$ cat config.mk
export PLATFORM = sky130hd
export DESIGN_NAME = multi_sync_filter
export DESIGN_NICKNAME = d
export VERILOG_FILES = /design/src/rtl/multi_sync_pkg.sv /design/src/rtl/sync_filter_chan.sv /design/src/rtl/multi_sync_filter.sv
export SDC_FILE = /design/constraint.sdc
export NUM_CORES = 1
export LEC_CHECK = 0
export ABC_CLOCK_PERIOD_IN_PS = 2700
export CORE_UTILIZATION = 30
export DETAILED_ROUTE_END_ITERATION = 8
export GPL_ROUTABILITY_DRIVEN = 0
export GPL_TIMING_DRIVEN = 1
export MAX_ROUTING_LAYER = met4
export PLACE_DENSITY = 0.56
export RECOVER_POWER = 25
export SYNTH_ARGS = -nofsm -noshare
export SYNTH_HDL_FRONTEND = slang
export SYNTH_SLANG_ARGS = --single-unit
$ cat constraint.sdc
create_clock -name clk_100M -period 2.7 [get_ports clk_100M]
set_input_delay 0.81 -clock clk_100M [delete_from_list [all_inputs] [get_ports clk_100M]]
set_output_delay 0.81 -clock clk_100M [all_outputs]
set_load 0.01 [all_outputs]
$ cat src/rtl/multi_sync_pkg.sv
// Shared limits and helpers for the multi-channel synchroniser/glitch filter.
// Latency: n/a (declarations only); backpressure: none.
package multi_sync_pkg;

  localparam int WIDTH_MIN    = 1;
  localparam int WIDTH_MAX    = 32;
  localparam int STAGES_MIN   = 2;
  localparam int STAGES_MAX   = 4;
  localparam int FILT_LEN_MIN = 1;
  localparam int FILT_LEN_MAX = 255;

  // Counter must hold values 0..FILT_LEN-1; sized with one value of headroom.
  function automatic int cnt_width(input int filt_len);
    return $clog2(filt_len + 1);
  endfunction

endpackage

$ cat src/rtl/sync_filter_chan.sv
// One channel: STAGES-deep synchroniser, agreement counter, registered level and pulses.
// Latency: STAGES+FILT_LEN edges from a stable input change; no backpressure (free-running).
module sync_filter_chan
  import multi_sync_pkg::*;
#(
  parameter int   STAGES   = 2,
  parameter int   FILT_LEN = 3,
  parameter logic INIT_BIT = 1'b0
) (
  input  logic clk_i,
  input  logic rst_i,
  input  logic sig_i,
  output logic sync_o,
  output logic rise_o,
  output logic fall_o,
  output logic glitch_o
);

  localparam int            CW       = cnt_width(FILT_LEN);
  localparam logic [CW-1:0] CNT_LAST = CW'(FILT_LEN - 1);

  logic [STAGES-1:0] chain_q;
  logic [CW-1:0]     cnt_q, cnt_d;
  logic              sync_q, sync_d;
  logic              rise_q, rise_d;
  logic              fall_q, fall_d;
  logic              glitch_q, glitch_d;
  logic              d;

  assign d = chain_q[STAGES-1];

  always_comb begin
    cnt_d    = cnt_q;
    sync_d   = sync_q;
    rise_d   = 1'b0;
    fall_d   = 1'b0;
    glitch_d = 1'b0;
    if (d == sync_q) begin
      cnt_d    = '0;
      glitch_d = (cnt_q != '0);
    end else if (cnt_q == CNT_LAST) begin
      // FILT_LEN-th consecutive disagreeing cycle: commit the new level.
      sync_d = d;
      cnt_d  = '0;
      rise_d = d;
      fall_d = ~d;
    end else begin
      cnt_d = cnt_q + 1'b1;
    end
  end

  always_ff @(posedge clk_i) begin
    if (rst_i) begin
      chain_q  <= {STAGES{INIT_BIT}};
      cnt_q    <= '0;
      sync_q   <= INIT_BIT;
      rise_q   <= 1'b0;
      fall_q   <= 1'b0;
      glitch_q <= 1'b0;
    end else begin
      chain_q  <= {chain_q[STAGES-2:0], sig_i};
      cnt_q    <= cnt_d;
      sync_q   <= sync_d;
      rise_q   <= rise_d;
      fall_q   <= fall_d;
      glitch_q <= glitch_d;
    end
  end

  assign sync_o   = sync_q;
  assign rise_o   = rise_q;
  assign fall_o   = fall_q;
  assign glitch_o = glitch_q;

endmodule

$ cat src/rtl/multi_sync_filter.sv
// WIDTH independent async inputs, each synchronised and glitch-filtered with edge/glitch pulses.
// Latency: STAGES+FILT_LEN edges; no backpressure, outputs are free-running registered levels/pulses.
module multi_sync_filter
  import multi_sync_pkg::*;
#(
  parameter int               WIDTH    = 4,
  parameter int               STAGES   = 2,
  parameter int               FILT_LEN = 3,
  parameter logic [WIDTH-1:0] INIT     = '0
) (
  input  logic             clk_100M,
  input  logic             rst,
  input  logic [WIDTH-1:0] sig,
  output logic [WIDTH-1:0] sig_sync,
  output logic [WIDTH-1:0] rise,
  output logic [WIDTH-1:0] fall,
  output logic [WIDTH-1:0] glitch
);

  if (WIDTH < WIDTH_MIN || WIDTH > WIDTH_MAX) begin : g_bad_width
    $fatal(1, "multi_sync_filter: WIDTH out of range");
  end
  if (STAGES < STAGES_MIN || STAGES > STAGES_MAX) begin : g_bad_stages
    $fatal(1, "multi_sync_filter: STAGES out of range");
  end
  if (FILT_LEN < FILT_LEN_MIN || FILT_LEN > FILT_LEN_MAX) begin : g_bad_filt
    $fatal(1, "multi_sync_filter: FILT_LEN out of range");
  end

  for (genvar i = 0; i < WIDTH; i++) begin : g_chan
    sync_filter_chan #(
      .STAGES   (STAGES),
      .FILT_LEN (FILT_LEN),
      .INIT_BIT (INIT[i])
    ) u_chan (
      .clk_i    (clk_100M),
      .rst_i    (rst),
      .sig_i    (sig[i]),
      .sync_o   (sig_sync[i]),
      .rise_o   (rise[i]),
      .fall_o   (fall[i]),
      .glitch_o (glitch[i])
    );
  end

endmodule

======== Yosys cells after proc, flatten, opt, wreduce, memory -nomap -nowiden ========
Cells that the tools add are included.
word-level totals
  register bits after elaboration ......... 32
  logic and storage cells ................. 68
operators by class
  $add $sub $neg .......................... 4
  equal/unequal tests ..................... 8
  bitwise logic cells ..................... 12
  reductions and logical operators ........ 20
operator list
  cell                                         count
  OR reduction 3 bit                           8
  inverter 1 bit                               12
  adder 2 x 1 -> 2 bit, second input constant  4
  == test 2 bit, second input constant         4
  AND reduction 2 bit                          4
  nonzero test 2 bit                           4
  OR reduction 2 bit                           4
  == test 1 bit                                4

======== Longest topological paths before layout ========
Gate-level depths: netlist of run 1.
  depth after elaboration ................. 3
  mapped depth ............................ 4

======== Hierarchy ========
A second synthesis of run 1 with hierarchy kept.
unflattened totals
  cell total of the unflattened synthesis .. 92
  area, all modules ....................... 1,086.0 um^2
by module, submodules not included
  module            instances  cells each  area an instance (um^2)  seq. area each (um^2)
  sync_filter_chan  4          23          271.5                    160.2

======== Worst setup path after synthesis of run 1 ========
Ideal clock, no wire load.
  kind .................................... input-to-reg
  from .................................... input rst
  to ...................................... register g_chan[0].u_chan.chain_q[0]
  library setup time ...................... 0.116 ns
  arrival time ............................ 1.241 ns
  slack ................................... 1.343 ns
  stages .................................. 3
  buffers on the path ..................... 2
  path through ............................ buf_6 > buf_12 > and2b_2
RTL lines
  what                  line                     RTL
  from (decl)           multi_sync_filter.sv:12  input logic rst,
  to (signal assigned)  sync_filter_chan.sv:54   chain_q <= {STAGES{INIT_BIT}};
  to (signal assigned)  sync_filter_chan.sv:61   chain_q <= {chain_q[STAGES-2:0], sig_i};
  to (decl)             sync_filter_chan.sv:22   logic [STAGES-1:0] chain_q;
No word-level cell between the ends.

======== Worst setup path in the final report of run 1 ========
  from .................................... register g_chan[0].u_chan.sync_q
  to ...................................... output sig_sync[0]
RTL lines
  what                    line                     RTL
  from (decl)             sync_filter_chan.sv:24   logic sync_q, sync_d;
  from (signal assigned)  sync_filter_chan.sv:63   sync_q <= sync_d;
  to (decl)               multi_sync_filter.sv:14  output logic [WIDTH-1:0] sig_sync,
No word-level cell between the ends.

==> metrics.md, run 1 <==
| Metric | Value |
|---|---|
| DR vias/cell | `4.16` |
| Critical path required time | `1890 ps` |
| Post-route setup TNS | `0 ps` |
| Ratio of cells with drive above 1 in the final layout | `0.197` |
| Leading area contributor after synthesis | `dfxtp_1` |
| Initial core utilization | `0.319` |
| Clock slew at reported path FFs | `60 ps` |
| Worst R2R End | `g_chan[2].u_chan.sync_o$_SDFFE_PP0P_` |
| DRT Wirelength | `1750 µm` |
| Final Hold Viols | `0` |
| Outcome | `finished clean` |
| Hold-fix buffers, CTS | `0` |
| Seq/Total Area, Yosys | `0.491` |
| Setup-failing EPs final | `0` |
| GRT overflow | `0` |
| R2r setup slk | `1650 ps` |
| Drc violations | `0` |
| Die W | `67.9 µm` |
| Top cell type's share of synthesized area | `0.491` |
| Max_cap viols | `0` |
| Routed WL per cell | `10.2 µm` |
| Slew HR | `0.808` |
| Worst-Margin Slew | `288 ps` |
| Leakage | `0.000619 µW` |
| WS Path Type | `flip-flop to output port` |
| Inst Count DP | `164` |
| Max FO, Critical Path | `5` |
| GR Util All Layers | `0.0967` |
| Clock sinks | `32` |
| Area grow syn2layout | `15.4%` |
| Die Y | `67.9 µm` |
| Origin of the critical flop-to-flop path | `g_chan[2].u_chan.cnt_q[0]$_SDFF_PP0_` |
| Synthesized area | `1300 µm²` |
| DRT Pass-1 Iters | `3` |
| Worst setup slack after layout | `636 ps` |
| Crit path largest cell delay | `570 ps` |
| CP delay by family, top | `buffers and inverters` |
| FF+latch count, synth | `32` |
| DP Worst Slack | `727 ps` |
| Site Rows | `23` |
| Synth top cells by count | `dfxtp_1, buf_4` |
| Finished Layout Cells | `172` |
| Critical path buffer and inverter count | `1` |
| Vias in the first global route | `732` |
| Io pins | `22` |
| Tmin final | `2060 ps` |
| CTS tree | `yes` |
| Hold WC Path Type | `flip-flop to flip-flop` |
| Crit-path slowest cell | `clkdlybuf4s50_1` |
| Clk_skew | `2.61 ps` |
| Crit. End Element | `output port` |
| Core area | `4090 µm²` |
| Synth Warn # | `0` |
| Worst skew pair latency | `280 ps` |
| # diodes | `0` |
| Fin nets | `135` |
| Initial antenna violation count | `0` |
| Most common flop cell mapped by yosys | `dfxtp_1` |
| Cell with the most instances after synthesis | `dfxtp_1` |
| Synthesized area per cell | `11.7 µm²` |
| Unique cell type count in the Yosys netlist | `15` |
| Min-delay src | `g_chan[0].u_chan.chain_q[0]$_SDFF_PP0_` |
| Pwr dens | `588 nW/µm²` |
| First-pass GRT wire length | `3030 µm` |
| Net Count, Synth | `125` |
| PortBufs | `21` |
| Worst Path Arrival | `1250 ps` |
| Reg2Reg Depth | `4` |
| Iter 0 DRT Violations | `34` |
| Synth top area cells | `dfxtp_1, buf_4, and4bb_2` |
| Synth Instances | `111` |
| Die Area | `4610 µm²` |
| Worst path cell trace | `clkdlybuf4s50_1` |
| Worst Hold Path EP | `g_chan[0].u_chan.chain_q[1]$_SDFF_PP0_` |
| H-tree lvl count | `2` |
| Post-cts resize count | `0` |
| Unrepaired setup endpoints after global routing | `no` |
| Clk root buf | `clkbuf_8` |
| HPWL after DPL | `1230 µm` |
| Max Clk Rate | `0.485 GHz` |
| Largest net degree at the start of global routing | `29` |
| Peak VDD IR | `255 µV` |
| Detail Route Antenna Nets | `0` |
| EDFF count, synth | `0` |
| Tightest hold margin | `444 ps` |
| Via count | `715` |
| Post-CTS Setup Inserts | `0` |
| Max Transition Viols Final | `0` |
| Clock buffer depth | `2` |
| CP Launch Type | `flip-flop` |
| Hold Path Depth | `1` |
| Synth async-reset ratio | `0` |
| Final worst-path cycle share | `0.764` |
| CTS buffer count | `5` |
-- worst max-delay path by stage --
stage | startpoint | to | slack, ps | depth (start not counted)
after CTS | g_chan[1].u_chan.sync_o$_SDFFE_PP0P_ | sig_sync[1] | 620 | 1
after detailed placement | rst | g_chan[1].u_chan.fall_o$_SDFF_PP0_ | 730 | 3
after floorplan | rst | g_chan[0].u_chan.chain_q[0]$_SDFF_PP0_ | 1340 | 3
after global placement | rst | g_chan[3].u_chan.rise_o$_SDFF_PP0_ | 740 | 3
after global routing | g_chan[1].u_chan.sync_o$_SDFFE_PP0P_ | sig_sync[1] | 560 | 1
final | g_chan[0].u_chan.sync_o$_SDFFE_PP0P_ | sig_sync[0] | 640 | 1
-- where the power goes --
group / internal, µW / switching (µW) / total, µW / leakage, µW
logic: 19.9 / 14.7 / 34.7 / 0.000314
registers: 481 / 3.82 / 485 / 0.000260
clock network: 207 / 158 / 365 / 0.0000455
total: 708 / 176 / 885 / 0.000619
-- state kept, by name, indices dropped and copies added (netlist names) --
register and cells:
g_chan.u_chan.sync_o 4, g_chan.u_chan.glitch_o 4, g_chan.u_chan.fall_o 4, g_chan.u_chan.chain_q 8
g_chan.u_chan.cnt_q 8, g_chan.u_chan.rise_o 4
-- stage by stage --
stage / area, µm² / util / total power, µW
5_1_grt: 1500 / 0.368 / 929
2_1_floorplan: 1300 / - / 524
3_5_place_dp: 1420 / 0.348 / 532
6_report: 1500 / 0.368 / 885
3_3_place_gp: 1420 / 0.348 / 530
4_1_cts: 1510 / 0.370 / 902
-- cell type report --
class                      count  area (µm²)
fill                         414        2580
inverter                       8        30.0
multi-input combinational     52         463
timing repair buffer          22         218
sequential                    32         641
tap                           50        62.6
clock buffer                   8        90.1
-- cells in the final DEF, fill, tap and decap left out --
cell type / instances
and2b_2: 6
and4bb_2: 8
dlygate4sd3_1: 1
inv_1: 8
nor2b_1: 2
dfxtp_1: 32
ha_1: 8
clkdlybuf4s50_1: 20
mux2i_1: 4
and3_1: 8
nor2_1: 5
clkbuf_8: 6
nor3_1: 4
clkbuf_1: 2
buf_4: 1
nor2_4: 3
xor2_1: 4
-- per-layer routing --
metal	GRT usage	wire, µm
met5	-	0
met4	0.0703	57
met3	0.0500	132
met1	0.0938	770
met2	0.147	787
-- logic make-up (layout without fill, tap and decap cells) --
family | count (synthesis) | count (layout) | synth area share
xor gates and xnor gates | 4 | 4 | 0.0269
adders and majority gates | 8 | 8 | 0.0768
buffers and inverters | 27 | 38 | 0.148
DFF | 32 | 32 | 0.491
muxes | 4 | 4 | 0.0307
and+or+nand+nor | 36 | 36 | 0.226
Note: power is estimated with default switching activity, not from simulation.
==> run 2: changes to the inputs <==
--- a/config.mk
+++ b/config.mk
@@ -5,7 +5,7 @@
 export SDC_FILE = /design/constraint.sdc
 export NUM_CORES = 1
 export LEC_CHECK = 0
-export ABC_CLOCK_PERIOD_IN_PS = 2700
+export ABC_CLOCK_PERIOD_IN_PS = 2029
 export CORE_UTILIZATION = 30
 export DETAILED_ROUTE_END_ITERATION = 8
 export GPL_ROUTABILITY_DRIVEN = 0
==> constraint.sdc (replaced) <==
create_clock -name clk_100M -period 2.03 [get_ports clk_100M]
set_input_delay 0.609 -clock clk_100M [delete_from_list [all_inputs] [get_ports clk_100M]]
set_output_delay 0.609 -clock clk_100M [all_outputs]
set_load 0.01 [all_outputs]
==> run 2 against run 1 <==
Die area stayed put. Sequential power is 33% higher. Clock power is 16% higher. Hold slack better by 3.2 ps. Routed wire length is 0.86% higher. Non-clock buffer count stayed put. Register-to-register slack worse by 660 ps. Sequential share of layout area is 0.47 points higher. Total power is 26% higher. Via count is 2.1% lower. Design area is 1.1% lower. Clock skew hardly changed. Critical path type unchanged.
==> metrics.md, run 2 (synthesis results as in run 1) <==
| Metric | Value |
|---|---|
| Final worst-path cycle share | `0.909` |
| Post-cts resize count | `0 (unchanged)` |
| WS Path Type | `flip-flop to output port` |
| Hold-fix buffers, CTS | `0 (unchanged)` |
| Initial antenna violation count | `0 (unchanged)` |
| Hold WC Path Type | `flip-flop to flip-flop` |
| DR vias/cell | `4.14 (-0.36%)` |
| DRT Wirelength | `1760 µm (+0.86%)` |
| Power consumption | `1120 µW (+26%)` |
| Fin nets | `135 (unchanged)` |
| Crit. End Element | `output port` |
| Fin area | `1490 µm² (-1.1%)` |
| Core area | `4090 µm² (unchanged)` |
| Critical path buffer and inverter count | `1 (unchanged)` |
| Routed WL per cell | `10.4 µm (+2.6%)` |
| Combinational Power Share | `0.042 (+0.003)` |
| Reg power frac | `0.577 (+0.029)` |
| Inst Count DP | `164 (unchanged)` |
| Switching share of total power | `0.206 (+0.00699)` |
| Pwr dens | `751 nW/µm² (+28%)` |
| Initial core utilization | `0.319 (unchanged)` |
| Max Clk Rate | `0.542 GHz` |
| Unrepaired setup endpoints after global routing | `no` |
| Die Area | `4610 µm² (unchanged)` |
| Critical path required time | `1420 ps (-470 ps)` |
| Max FO, Critical Path | `5 (unchanged)` |
| Finished Layout Cells | `169 (-1.7%)` |
| Clock slew at reported path FFs | `60 ps (about the same)` |
| Peak VDD IR | `303 µV (+19%)` |
| Max_cap viols | `0 (unchanged)` |
| Most frequent cells in the layout | `dfxtp_1, clkdlybuf4s50_1` |
| Tmin final | `1850 ps` |
| Worst Path Arrival | `1240 ps (about the same)` |
| First-pass GRT wire length | `3040 µm (+0.23%)` |
| Max Transition Viols Final | `0 (unchanged)` |
| H-tree lvl count | `2 (unchanged)` |
| CP delay by family, top | `buffers and inverters` |
| HPWL after DPL | `1230 µm (+0.15%)` |
| Clock buffer depth | `2 (unchanged)` |
| Commonest non-fill, non-tap cell in the layout | `dfxtp_1` |
| Setup-failing EPs final | `0 (unchanged)` |
| GRT overflow | `0 (unchanged)` |
| Pint | `887 µW (+25%)` |
| Crit path largest cell delay | `570 ps (about the same)` |
| Vias in the first global route | `710 (-3.0%)` |
| GR Util All Layers | `0.0979 (+0.00115)` |
| DRT Pass-1 Iters | `3 (unchanged)` |
| Top flop regs | `g_chan.u_chan.chain_q (8), g_chan.u_chan.cnt_q (8)` |
| Post-DP Area | `1430 µm² (+0.88%)` |
| Largest net degree at the start of global routing | `29 (unchanged)` |
| Crit-path slowest cell | `clkdlybuf4s50_1` |
| Outcome | `finished clean` |
| Final Hold Viols | `0 (unchanged)` |
| Clk_skew | `2.19 ps (-0.420 ps)` |
| # diodes | `0 (unchanged)` |
| Via count | `700 (-2.1%)` |
| Io pins | `22 (unchanged)` |
| Switching pwr | `231 µW (+31%)` |
| Drc violations | `0 (unchanged)` |
| PortBufs | `21 (unchanged)` |
| Ratio of cells with drive above 1 in the final layout | `0.202 (+0.00496)` |
| Post-CTS Setup Inserts | `0 (unchanged)` |
| CP Launch Type | `flip-flop` |
| CTS buffer count | `5 (unchanged)` |
| Clk root buf | `clkbuf_8` |
| Detail Route Antenna Nets | `0 (unchanged)` |
| Area grow syn2layout | `14.1%` |
| Worst skew pair latency | `270 ps (about the same)` |
| CTS tree | `yes` |
| Site Rows | `23 (unchanged)` |
| Clock power share | `0.381 (-0.032)` |
| Worst-Margin Slew | `595 ps (+307 ps)` |
| Clock sinks | `32 (unchanged)` |
| Die Y | `67.9 µm (unchanged)` |
| Tightest hold margin | `447 ps (+3.17 ps)` |
| Iter 0 DRT Violations | `28 (-18%)` |
| Worst path cell trace | `clkdlybuf4s50_1` |
| Die W | `67.9 µm (unchanged)` |
| Leakage | `0.000610 µW (-1.4%)` |
| Slew HR | `0.603 (-0.204)` |
| Post-route setup TNS | `0 ps (unchanged)` |
==> run 2: area by class of cell <==
class | count | area (µm²)
fillers | 411 | 2600
flip-flops and latches | 32 | 641
inverters | 8 | 30.0
repair buffers | 22 | 215
clock buffers | 5 | 68.8
multi-input cells | 52 | 470
well taps | 50 | 62.6
==> run 2: final timing paths <==
check | startpoint | cells after the start | end | slack, ps
setup reg to reg | g_chan[2].u_chan.cnt_q[0]$_SDFF_PP0_ | 4 | g_chan[2].u_chan.sync_o$_SDFFE_PP0P_ | 990
hold reg to reg | g_chan[0].u_chan.chain_q[0]$_SDFF_PP0_ | 1 | g_chan[0].u_chan.chain_q[1]$_SDFF_PP0_ | 450
setup / recovery | g_chan[1].u_chan.sync_o$_SDFFE_PP0P_ | 1 | sig_sync[1] | 180
hold / removal | g_chan[0].u_chan.chain_q[0]$_SDFF_PP0_ | 1 | g_chan[0].u_chan.chain_q[1]$_SDFF_PP0_ | 450
==> run 2: stage by stage <==
stage / setup slack, ps / util
floorplan: 874 / -
global placement: 360 / 0.351
finish: 185 / 0.364
detailed placement: 348 / 0.351
global route: 105 / 0.364
CTS: 172 / 0.368
==> run 2: layer usage <==
layer	global-route usage	up-vias	wire (µm)
met5	-	-	0
met4	0.0625	0	48
met3	0.0550	6	116
met2	0.132	21	753
met1	0.109	314	845
li1	-	359	-
==> run 2: power groups by stage <==
stage          logic, µW  clock network (µW)  registers, µW
3_3_place_gp        50.1                   0            658
3_5_place_dp        51.7                   0            659
6_report            47.2                 425            645
2_1_floorplan       39.9                   0            657
5_1_grt             53.3                 466            646
4_1_cts             52.0                 436            645
==> run 2: worst register-to-register path: cells and delay by family, from the launching register on <==
| kind | cells | cell delay [ps] |
|---|---|---|
| buffers and inverters | 1 | 80 |
| flip-flops | 1 | 300 |
| AND/OR/NAND/NOR | 1 | 50 |
| multiplexers | 1 | 210 |
| adder cells (fa/ha/maj) | 1 | 270 |
